### src/rtl/leaf_pkt_pkg.sv
// leaf_pkt_pkg: leaf packet layout and credit helpers shared by the leaf shell.
package leaf_pkt_pkg;
  localparam int PAYLOAD_W = 32;
  localparam int LEAF_W = 5;
  localparam int PORT_W = 4;
  localparam int ADDR_W = 7;
  localparam int PACKET_W = 1 + LEAF_W + PORT_W + ADDR_W + PAYLOAD_W;
  localparam int PAYLOAD_LSB = 0;
  localparam int ADDR_LSB = PAYLOAD_LSB + PAYLOAD_W;
  localparam int PORT_LSB = ADDR_LSB + ADDR_W;
  localparam int LEAF_LSB = PORT_LSB + PORT_W;
  localparam int VALID_BIT = LEAF_LSB + LEAF_W;
  typedef struct packed {
    logic valid;
    logic [LEAF_W-1:0] dest_leaf;
    logic [PORT_W-1:0] dest_port;
    logic [ADDR_W-1:0] addr;
    logic [PAYLOAD_W-1:0] payload;
  } leaf_packet_t;
  function automatic int credit_max(input int addr_bits);
    return 1 << addr_bits;
  endfunction
endpackage

### src/rtl/leaf_out_scheduler_if.sv
// leaf_out_scheduler_if: user-side streams, route config, credits and BFT packet link.
interface leaf_out_scheduler_if #(
  parameter int NUM_OUT_PORTS = 6,
  parameter int PAYLOAD_BITS = 32,
  parameter int NUM_LEAF_BITS = 5,
  parameter int NUM_PORT_BITS = 4,
  parameter int PACKET_BITS = 49
);
  logic [NUM_OUT_PORTS*PAYLOAD_BITS-1:0] din_leaf_user2interface;
  logic [NUM_OUT_PORTS-1:0] vld_user2interface;
  logic [NUM_OUT_PORTS-1:0] ack_interface2user;
  logic cfg_we;
  logic [NUM_PORT_BITS-1:0] cfg_port;
  logic [NUM_LEAF_BITS-1:0] cfg_dest_leaf;
  logic [NUM_PORT_BITS-1:0] cfg_dest_port;
  logic [NUM_OUT_PORTS-1:0] credit_update;
  logic resend;
  logic [PACKET_BITS-1:0] dout_packet;
  logic dout_ready;
  modport master (
    output din_leaf_user2interface, vld_user2interface, cfg_we, cfg_port, cfg_dest_leaf,
           cfg_dest_port, credit_update, resend, dout_ready,
    input  ack_interface2user, dout_packet
  );
  modport slave (
    input  din_leaf_user2interface, vld_user2interface, cfg_we, cfg_port, cfg_dest_leaf,
           cfg_dest_port, credit_update, resend, dout_ready,
    output ack_interface2user, dout_packet
  );
endinterface

### src/rtl/leaf_out_scheduler_rr_arbiter.sv
// rr_arbiter: grants the first requester at or after ptr, cyclically.
module rr_arbiter #(
  parameter int N = 6,
  localparam int W = N > 1 ? $clog2(N) : 1
) (
  input  logic [N-1:0] req,
  input  logic [W-1:0] ptr,
  input  logic         en,
  output logic [N-1:0] grant,
  output logic [W-1:0] idx,
  output logic         any
);
  always_comb begin
    grant = '0;
    idx = '0;
    any = 1'b0;
    // scan downward so the lowest cyclic offset is the last writer
    for (int i = N - 1; i >= 0; i--) begin
      int j;
      j = int'(ptr) + i;
      if (j >= N) j = j - N;
      if (en && req[W'(j)]) begin
        grant = N'(1) << j;
        idx = W'(j);
        any = 1'b1;
      end
    end
  end
endmodule

### src/rtl/leaf_out_scheduler.sv
// leaf_out_scheduler: credit-gated round-robin mux of user output streams onto the BFT link.
module leaf_out_scheduler
  import leaf_pkt_pkg::*;
#(
  parameter int PACKET_BITS = PACKET_W,
  parameter int PAYLOAD_BITS = PAYLOAD_W,
  parameter int NUM_LEAF_BITS = LEAF_W,
  parameter int NUM_PORT_BITS = PORT_W,
  parameter int NUM_ADDR_BITS = ADDR_W,
  parameter int NUM_OUT_PORTS = 6,
  parameter int FREESPACE_UPDATE_SIZE = 64
) (
  input logic clk,
  input logic reset,
  leaf_out_scheduler_if.slave bus
);
  localparam int W = NUM_OUT_PORTS > 1 ? $clog2(NUM_OUT_PORTS) : 1;
  localparam int CW = NUM_ADDR_BITS + 1;
  localparam logic [CW-1:0] CMAX = CW'(credit_max(NUM_ADDR_BITS));
  localparam logic [CW:0] UPD = (CW+1)'(FREESPACE_UPDATE_SIZE);
  logic [NUM_OUT_PORTS-1:0] cfg_valid, elig, grant;
  logic [NUM_LEAF_BITS-1:0] dest_leaf [NUM_OUT_PORTS];
  logic [NUM_PORT_BITS-1:0] dest_port [NUM_OUT_PORTS];
  logic [NUM_ADDR_BITS-1:0] addr [NUM_OUT_PORTS];
  logic [CW-1:0] credit [NUM_OUT_PORTS];
  logic [CW-1:0] credit_nxt [NUM_OUT_PORTS];
  logic [CW:0] credit_sum [NUM_OUT_PORTS];
  logic [W-1:0] rr_ptr, idx;
  logic any, load;
  assign load = ~bus.dout_packet[PACKET_BITS-1] | bus.dout_ready;
  assign bus.ack_interface2user = grant;
  always_comb begin
    for (int n = 0; n < NUM_OUT_PORTS; n++)
      elig[n] = bus.vld_user2interface[n] & cfg_valid[n] & (credit[n] != '0) & ~bus.resend;
  end
  rr_arbiter #(.N(NUM_OUT_PORTS)) u_arb (
    .req(elig), .ptr(rr_ptr), .en(load), .grant(grant), .idx(idx), .any(any)
  );
  // a grant implies credit >= 1, so the sum never underflows
  always_comb begin
    for (int n = 0; n < NUM_OUT_PORTS; n++) begin
      credit_sum[n] = {1'b0, credit[n]} + (bus.credit_update[n] ? UPD : '0) - (CW+1)'(grant[n]);
      credit_nxt[n] = credit_sum[n] > {1'b0, CMAX} ? CMAX : credit_sum[n][CW-1:0];
    end
  end
  always_ff @(posedge clk or posedge reset) begin
    if (reset) begin
      bus.dout_packet <= '0;
      rr_ptr <= '0;
    end else if (load) begin
      bus.dout_packet <= any ? {1'b1, dest_leaf[idx], dest_port[idx], addr[idx],
                                bus.din_leaf_user2interface[int'(idx)*PAYLOAD_BITS +: PAYLOAD_BITS]} : '0;
      if (any) rr_ptr <= idx == W'(NUM_OUT_PORTS - 1) ? '0 : idx + 1'b1;
    end
  end
  // a config write overrides the same-cycle send update on that port
  always_ff @(posedge clk or posedge reset) begin
    if (reset) begin
      cfg_valid <= '0;
      for (int n = 0; n < NUM_OUT_PORTS; n++) begin
        dest_leaf[n] <= '0;
        dest_port[n] <= '0;
        addr[n] <= '0;
        credit[n] <= CMAX;
      end
    end else begin
      for (int n = 0; n < NUM_OUT_PORTS; n++) begin
        if (bus.cfg_we && bus.cfg_port == NUM_PORT_BITS'(n)) begin
          cfg_valid[n] <= 1'b1;
          dest_leaf[n] <= bus.cfg_dest_leaf;
          dest_port[n] <= bus.cfg_dest_port;
          addr[n] <= '0;
          credit[n] <= CMAX;
        end else begin
          addr[n] <= addr[n] + NUM_ADDR_BITS'(grant[n]);
          credit[n] <= credit_nxt[n];
        end
      end
    end
  end
endmodule

### src/flat_wrapper.sv
// flat-port wrapper written by rule: the top's interface ports become plain ports
module leaf_out_scheduler_flat import leaf_pkt_pkg::*;
#(
  parameter int PACKET_BITS = PACKET_W,
  parameter int PAYLOAD_BITS = PAYLOAD_W,
  parameter int NUM_LEAF_BITS = LEAF_W,
  parameter int NUM_PORT_BITS = PORT_W,
  parameter int NUM_ADDR_BITS = ADDR_W,
  parameter int NUM_OUT_PORTS = 6,
  parameter int FREESPACE_UPDATE_SIZE = 64
)
  (clk, reset, bus_din_leaf_user2interface, bus_vld_user2interface, bus_cfg_we, bus_cfg_port, bus_cfg_dest_leaf, bus_cfg_dest_port, bus_credit_update, bus_resend, bus_dout_ready, bus_ack_interface2user, bus_dout_packet);
  leaf_out_scheduler_if #(.NUM_OUT_PORTS(NUM_OUT_PORTS), .PAYLOAD_BITS(PAYLOAD_BITS), .NUM_LEAF_BITS(NUM_LEAF_BITS), .NUM_PORT_BITS(NUM_PORT_BITS), .PACKET_BITS(PACKET_BITS)) bus_i ();
  input logic clk;
  input logic reset;
  input wire logic [$bits(bus_i.din_leaf_user2interface)-1:0] bus_din_leaf_user2interface;
  input wire logic [$bits(bus_i.vld_user2interface)-1:0] bus_vld_user2interface;
  input wire logic [$bits(bus_i.cfg_we)-1:0] bus_cfg_we;
  input wire logic [$bits(bus_i.cfg_port)-1:0] bus_cfg_port;
  input wire logic [$bits(bus_i.cfg_dest_leaf)-1:0] bus_cfg_dest_leaf;
  input wire logic [$bits(bus_i.cfg_dest_port)-1:0] bus_cfg_dest_port;
  input wire logic [$bits(bus_i.credit_update)-1:0] bus_credit_update;
  input wire logic [$bits(bus_i.resend)-1:0] bus_resend;
  input wire logic [$bits(bus_i.dout_ready)-1:0] bus_dout_ready;
  output wire logic [$bits(bus_i.ack_interface2user)-1:0] bus_ack_interface2user;
  output wire logic [$bits(bus_i.dout_packet)-1:0] bus_dout_packet;
  assign bus_i.din_leaf_user2interface = bus_din_leaf_user2interface;
  assign bus_i.vld_user2interface = bus_vld_user2interface;
  assign bus_i.cfg_we = bus_cfg_we;
  assign bus_i.cfg_port = bus_cfg_port;
  assign bus_i.cfg_dest_leaf = bus_cfg_dest_leaf;
  assign bus_i.cfg_dest_port = bus_cfg_dest_port;
  assign bus_i.credit_update = bus_credit_update;
  assign bus_i.resend = bus_resend;
  assign bus_i.dout_ready = bus_dout_ready;
  assign bus_ack_interface2user = bus_i.ack_interface2user;
  assign bus_dout_packet = bus_i.dout_packet;
  leaf_out_scheduler #(.PACKET_BITS(PACKET_BITS), .PAYLOAD_BITS(PAYLOAD_BITS), .NUM_LEAF_BITS(NUM_LEAF_BITS), .NUM_PORT_BITS(NUM_PORT_BITS), .NUM_ADDR_BITS(NUM_ADDR_BITS), .NUM_OUT_PORTS(NUM_OUT_PORTS), .FREESPACE_UPDATE_SIZE(FREESPACE_UPDATE_SIZE)) u_core (.clk(clk), .reset(reset), .bus(bus_i));
endmodule
### config.mk
export PLATFORM = sky130hd
export DESIGN_NAME = leaf_out_scheduler_flat
export DESIGN_NICKNAME = d
export VERILOG_FILES = /design/src/rtl/leaf_pkt_pkg.sv /design/src/rtl/leaf_out_scheduler_if.sv /design/src/rtl/leaf_out_scheduler_rr_arbiter.sv /design/src/rtl/leaf_out_scheduler.sv /design/src/flat_wrapper.sv
export SDC_FILE = /design/constraint.sdc
export NUM_CORES = 1
export LEC_CHECK = 0
export BUFFER_PORTS_ARGS = -buffer_cell sky130_fd_sc_hd__buf_4
export CORE_MARGIN = 2
export CORE_UTILIZATION = 35
export DETAILED_ROUTE_END_ITERATION = 10
export GPL_TIMING_DRIVEN = 0
export REMOVE_ABC_BUFFERS = 1
export SYNTH_ARGS = -nofsm -noshare
export SYNTH_HDL_FRONTEND = slang
export SYNTH_SLANG_ARGS = --single-unit
### constraint.sdc
create_clock -name clk -period 14.8 [get_ports clk]
set_input_delay 0 -clock clk [delete_from_list [all_inputs] [get_ports clk]]
set_output_delay 0 -clock clk [all_outputs]
set_load 0.03 [all_outputs]
== Word-level counts from Yosys, hierarchy flattened ==
Cells that the tools add are included.
Word-level totals
  bits in read-only memories: 0
  register bits after elaboration: 202
  memories kept: 0
  memory bits (writable): 0
  logic and storage cells: 213
  output and inout bits: 55
  latch bits: 0
Operators by class
  bitwise operators: 22
  reductions and logical operators: 20
  eq/ne operators: 6
  multiplexer cells: 77
  multipliers: 0
  order comparisons: 19
  div/mod/pow operators: 0
  shift-type cells: 7
  add/subtract/negate cells: 30
Operators with widths (number)
  two-way mux 32 bit: 6
  indexed part select 192 x 9 -> 32 bit: 1
  << shifter 1 x 32 -> 6 bit, first input constant: 6
  two-way mux 7 bit: 14
  two-way mux 8 bit: 12
  adder 8 x 9 -> 9 bit: 6
  greater-than comparator 9 x 8 -> 1 bit, second input constant: 6
  subtractor 9 x 1 -> 9 bit: 6
  two-way mux 49 bit: 1
  nonzero test 8 bit: 6
  adder 7 x 1 -> 7 bit: 6
  two-way mux 6 bit: 6
  >= comparator 32 x 4 -> 1 bit, second input constant: 1
  subtractor 32 x 4 -> 32 bit, second input constant: 1
  less-than comparator 3 x 5 -> 1 bit, second input constant: 6
  binary-select mux 7 bit (select 3 bit): 1
  two-way mux 3 bit: 7
  subtractor 4 x 3 -> 5 bit, second input constant: 4
  bitwise AND 1 bit: 18
  binary-select mux 1 bit (select 3 bit): 6
  two-way mux 1 bit: 18
  >= comparator 4 x 3 -> 1 bit, second input constant: 4
  binary-select mux 5 bit (select 3 bit): 1
  binary-select mux 4 bit (select 3 bit): 1
  other kinds (19): 37

== Depth between registers and ports, before layout ==
  depth after elaboration: 18
  depth in mapped cells: 32
  depth with buffers taken out: 29

== By module ==
From an unflattened synthesis, not the netlist that was laid out.
Second synthesis, totals
  cells, all modules: 1398
  area total of the unflattened synthesis: 14502.7 um2
By module, submodules not included
  leaf_out_scheduler: area an instance 12602.1 um2, instances 1, cells an instance 1150, sequential area each 5062.4 um2
  rr_arbiter: area an instance 1900.6 um2, instances 1, cells an instance 248, sequential area each 0.0 um2

== Least setup slack after synthesis ==
Ideal clock, no wire load.
  path kind: register to register
  start: register u_core.rr_ptr[1]
  end: register u_core.credit[39] (netlist bit)
  arrival time: 6.483 ns
  data required time: 14.716 ns
  cell stages (with the launch flop): 31
  path buffers: 3
  setup slack: 8.232 ns
  path through: dfrtp_1 > buf_2 > inv_1 > ha_1 > xor2_2 > inv_2 > ha_1 > inv_1 > ha_1 > inv_1 > a31o_2 > xnor2_2 > and3b_1 > o31ai_2 > buf_2 > buf_2 > nand4_1 > o22ai_1 > a32oi_1 > o31ai_1 > ha_1 > inv_1 > ha_1 > a21oi_1 > o21bai_1 > a21oi_1 > o21bai_1 > xor2_1 > o41ai_1 > nand3_1 > or2_2
Between the ends
  cells in the longest elaborated chain, start to end: 17
  elaborated cells on any way between the ends: 63
  those cells by class: add/sub: 12; order compare: 7; shift: 6; mux: 32; reduce/logical: 6
RTL lines
  from (decl): RTL line leaf_out_scheduler.sv:28  | logic [W-1:0] rr_ptr, idx;
  from (signal assigned): RTL line leaf_out_scheduler.sv:53  | if (any) rr_ptr <= idx == W'(NUM_OUT_PORTS - 1) ? '0 : idx + 1'b1;
  adder 3 x 3 -> 4 bit: RTL line leaf_out_scheduler_rr_arbiter.sv:20  | j = int'(ptr) + i;
  subtractor 32 x 4 -> 32 bit or >= comparator 32 x 4 -> 1 bit (tied branches): RTL line leaf_out_scheduler_rr_arbiter.sv:21  | if (j >= N) j = j - N;
  two-way mux 32 bit: RTL line leaf_out_scheduler_rr_arbiter.sv:21
  binary-select mux 1 bit (select 3 bit): RTL line leaf_out_scheduler_rr_arbiter.sv:22  | if (en && req[W'(j)]) begin
  two-way mux 1 bit (implied by the code) (2 in series): RTL line leaf_out_scheduler_rr_arbiter.sv:22
  logical AND 1 bit: RTL line leaf_out_scheduler_rr_arbiter.sv:22
  two-way mux 6 bit (5 in series): RTL line leaf_out_scheduler_rr_arbiter.sv:22
  two-way mux 6 bit (*): RTL line leaf_out_scheduler_rr_arbiter.sv:22
  named net bus_ack_interface2user[1]: RTL line flat_wrapper.sv:25  | output wire logic [$bits(bus_i.ack_interface2user)-1:0] bus_ack_interface2user;
  subtractor 9 x 1 -> 9 bit (*): RTL line leaf_out_scheduler.sv:42  | credit_sum[n] = {1'b0, credit[n]} + (bus.credit_update[n] ? UPD : '0) - (CW+1)'(grant[n]);
  greater-than comparator 9 x 8 -> 1 bit: RTL line leaf_out_scheduler.sv:43  | credit_nxt[n] = credit_sum[n] > {1'b0, CMAX} ? CMAX : credit_sum[n][CW-1:0];
  two-way mux 8 bit (*): RTL line leaf_out_scheduler.sv:43
  two-way mux 8 bit (*): RTL line leaf_out_scheduler.sv:68  | if (bus.cfg_we && bus.cfg_port == NUM_PORT_BITS'(n)) begin
  to (signal, indexed assignment): RTL line leaf_out_scheduler.sv:76  | credit[n] <= credit_nxt[n];
  to (decl): RTL line leaf_out_scheduler.sv:25  | logic [CW-1:0] credit [NUM_OUT_PORTS];
The timed path passes the listed nets; every way through them passes the cells marked *. The select of a mux whose other input is x is not followed.
A chain may end at the register's enable or synchronous reset.

== Final worst setup path ==
  start: register u_core.rr_ptr[0]
  end: register u_core.credit[39] (netlist bit)
Between the ends
  cells in the longest elaborated chain, start to end: 17
  elaborated cells on any way between the ends: 63
  those cells by class: add/sub: 12; order compare: 7; shift: 6; mux: 32; reduce/logical: 6
RTL lines (RTL line)
  adder 3 x 3 -> 4 bit: leaf_out_scheduler_rr_arbiter.sv:20
  subtractor 32 x 4 -> 32 bit or >= comparator 32 x 4 -> 1 bit (tied branches): leaf_out_scheduler_rr_arbiter.sv:21
  two-way mux 32 bit: leaf_out_scheduler_rr_arbiter.sv:21
  binary-select mux 1 bit (select 3 bit): leaf_out_scheduler_rr_arbiter.sv:22
  two-way mux 1 bit (implied by the code) (2 in series): leaf_out_scheduler_rr_arbiter.sv:22
  logical AND 1 bit: leaf_out_scheduler_rr_arbiter.sv:22
  two-way mux 6 bit (5 in series): leaf_out_scheduler_rr_arbiter.sv:22
  two-way mux 6 bit (*): leaf_out_scheduler_rr_arbiter.sv:22
  subtractor 9 x 1 -> 9 bit (*): leaf_out_scheduler.sv:42
  greater-than comparator 9 x 8 -> 1 bit: leaf_out_scheduler.sv:43
  two-way mux 8 bit (*): leaf_out_scheduler.sv:43
  two-way mux 8 bit (*): leaf_out_scheduler.sv:68
Every way passes the cells marked *; elsewhere a longest branch is shown, timed or not. The select of a mux whose other input is x is not followed.

==> flow_metrics.env <==
export IMPL_cts_root_buffer="clkbuf_16"
export IMPL_p_clk_share_pct=9.2
export IMPL_synth_top_cell_area_share_pct=26.5
export IMPL_pre_cts_ws_ps=6490
export IMPL_power_total_uw=7170
export IMPL_power_share_combinational_pct=78.4
export IMPL_cts_tree="built"
export IMPL_fin_crit_ps=8410
export IMPL_cts_resized=0
export IMPL_routabilityCongestion=0.849
export IMPL_drv_slew=0
export IMPL_place_inst=3033
export IMPL_path_clk_slew_ps=70
export IMPL_syn_area_per_cell_um2=8.41
export IMPL_tns_ps=0
export IMPL_setup_viol=0
export IMPL_yosysWarnings=0
export IMPL_numCtsBuffers=27
export IMPL_final_nets=2807
export IMPL_drcViolationCount=0
export IMPL_routed_wl_um=69700
export IMPL_cp_depth=28
export IMPL_final_common_cell="buf_4"
export IMPL_use_met2_pct=40.2
export IMPL_synthArstFlopShare_pct=100
export IMPL_switching_power_uw=3620
export IMPL_power_leakage_uw=0.0104
export IMPL_critical_path_buf_inv_count=7
export IMPL_grt_max_degree=114
export IMPL_critPathSlowestCell="o31ai_1"
export IMPL_rsz0062_at_grt="false"
export IMPL_hp_class="input pin to register"
export IMPL_cap_violations=0
export IMPL_io_pins=277
export IMPL_r2r_start="u_core.rr_ptr[0]"
export IMPL_grt_pass1_wl_um=107000
export IMPL_grtUsageMet1_pct=31.7
export IMPL_dominantRegCellSynth="dfrtp_1"
export IMPL_final_cell_mix="buf_4 (276), nand2_1 (246), nand4_1 (206)"
export IMPL_via_per_inst=6.04
export IMPL_core_mm2=0.0524
export IMPL_grt_use_met3_pct=3.77
export IMPL_vias=19300
export IMPL_slew_limit_headroom_pct=8.14
export IMPL_dpl_hpwl_um=46400
export IMPL_synth_edff_count=0
export IMPL_cp_top_family="compound AO/OA/AOI/OAI gates"
export IMPL_hold_viol_final=0
export IMPL_seqPwrFrac_pct=12.4
export IMPL_powerDensity_mw_per_mm2=299
export IMPL_internal_power_uw=3550
export IMPL_r2r_cells=28
export IMPL_fin_area_mm2=0.0240
export IMPL_ant_nets=0
export IMPL_crit_start="u_core.rr_ptr[0]"
export IMPL_critPathArrivalTime_ps=8900
export IMPL_endpoint_kind="register"
export IMPL_avgRoutedWirePerCell_um=21.8
export IMPL_path_max_fanout=24
export IMPL_grt_busiest_layer="met2"
export IMPL_grt_pass1_vias=19000
export IMPL_status="complete, no violations"
export IMPL_fin_crit_sh_pct=56.8
export IMPL_hold_buffers=109
export IMPL_globalRouteOverflowTotal=0
export IMPL_ys_ff_latch=202
export IMPL_yosysSeqAreaShare_pct=27.4
export IMPL_reg2reg_to="u_core.credit[39]"
export IMPL_slowest_delay_ps=1120
export IMPL_setup_slack_ps=6390
export IMPL_clk_latency_ps=570
export IMPL_endpoint="u_core.credit[39]"
export IMPL_crit_top_cell="ha_1"
export IMPL_synth_area_leader_cell="dfrtp_1"
export IMPL_synthDistinctLibCells=90
export IMPL_place_area_mm2=0.0220
export IMPL_r2r_slack_ps=6390
export IMPL_switching_share_pct=50.5
export IMPL_start_kind="register"
export IMPL_dieArea_mm2=0.0547
export IMPL_clockBufferDepth=3
export IMPL_syn_inst=2201
export IMPL_area_growth_pct=29.6
export IMPL_ys_top_cells_by_area="dfrtp_1 (27%), mux2i_1 (11%), nand4_1 (7.0%)"
export IMPL_portBuffers=276
export IMPL_start_util_pct=35.3
export IMPL_fin_skew_ps=22.5
export IMPL_dr_pass1_iters=5
export IMPL_post_cts_setup_buffer_count=0
export IMPL_rows=84
export IMPL_cts_max_level=1
export IMPL_synthesis_area_mm2=0.0185
export IMPL_die_h_um=234
export IMPL_track_usage_pct=24.4
export IMPL_first_iter_violations=1887
export IMPL_peakVddDrop_v=0.000299
export IMPL_tightest_slew_ps=1370
export IMPL_fmax_ghz=0.119
export IMPL_cp_required_ps=15290
export IMPL_clock_sinks=202
export IMPL_antenna_found_initial=3
export IMPL_die_width_um=234
export IMPL_stdcell_count=3192
export IMPL_crit_type="register to register"
export IMPL_post_route_cells_drive_above_1_share_pct=18.6
-- how the worst min path moves through the flow --
| stage | end | startpoint | slack, ps | cells past startpoint |
|---|---|---|---|---|
| 2_1_floorplan | u_core.dest_leaf[10] | bus_cfg_dest_leaf[0] | 110 | 2 |
| 3_3_place_gp | u_core.dest_leaf[12] | bus_cfg_dest_leaf[2] | 240 | 3 |
| 3_5_place_dp | u_core.bus.dout_packet[42] | reset | 180 | 2 |
| 4_1_cts | u_core.bus.dout_packet[14] | bus_din_leaf_user2interface[110] | 3 | 5 |
| 5_1_grt | u_core.bus.dout_packet[14] | bus_din_leaf_user2interface[110] | 80 | 5 |
| 6_report | u_core.bus.dout_packet[14] | bus_din_leaf_user2interface[110] | 40 | 5 |
-- power groups by stage --
stage	clock network, uW	logic (uW)	registers, uW
after floorplan	0	3590	961
after global placement	0	4780	878
after detailed placement	0	5120	891
after CTS	674	5530	882
after global routing	696	6000	904
final	663	5620	885
-- cell usage after synthesis, types with 10 or more instances --
cell type and instances:
nand2b_1 12, mux2i_1 199, nand4_1 206, buf_6 12, ha_1 96, a21boi_0 99, dfrtp_1 196, o21ai_0 23
nor2_1 73, nand2_1 246, a21o_1 10, o2111ai_1 98, o221ai_1 50, a211oi_1 101, clkbuf_1 144, a21oi_1 47
inv_1 192, o21bai_1 24, mux2_2 19, and3_1 11, nor2b_1 16, buf_2 33, and2_1 18, and4_1 10
nand3_1 29, xnor2_1 36, xor2_1 33
-- routing by layer --
layer | part of all wire [%] | vias to the layer above
met5 | 0.016 | -
met4 | 3.6 | 2
met3 | 7.6 | 191
met2 | 47 | 944
met1 | 42 | 9388
li1 | - | 8762
-- tightest hold or removal path, cell delays in order --
cell      delay [ps]
buf_4            100
nand2_1           40
nand4_1           80
mux2i_1          140
o221ai_1         200
-- kinds of logic (layout without fill, tap and decap cells) --
| group | count (synthesis) | after routing | synth area share, % |
|---|---|---|---|
| DFF | 202 | 202 | 27.4 |
| muxes | 218 | 218 | 11.9 |
| buffers and inverters | 398 | 699 | 8.88 |
| and+or+nand+nor | 684 | 684 | 19.1 |
| other | 0 | 2 | 0 |
| adders and majority gates | 102 | 102 | 7.14 |
| AOI/OAI and AO/OA | 524 | 524 | 21.9 |
| xor gates and xnor gates | 73 | 73 | 3.62 |
-- final cells by class --
cell class	count	area, um^2
clock buffers	38	747
clock inverters	10	118
multi-input cells	1601	12000
repair buffers	454	4470
diodes	2	5.00
fillers	4980	28500
flip-flops and latches	202	5060
inverters	197	747
well taps	688	861
-- through the flow --
step	utilization (%)	hold slack, ps
5_1_grt	45.7	80.0
3_3_place_gp	39.2	244
2_1_floorplan	-	105
4_1_cts	45.7	2.54
3_5_place_dp	42.0	184
6_report	45.7	41.8
-- sequential cells by signal (all words and copies together) (netlist names) --
signal / flops
u_core.bus.dout_packet: 49
u_core.cfg_valid: 6
u_core.addr: 42
u_core.credit: 48
u_core.dest_leaf: 30
u_core.rr_ptr: 3
u_core.dest_port: 24
No activity file was read; power rests on OpenSTA's default activity.
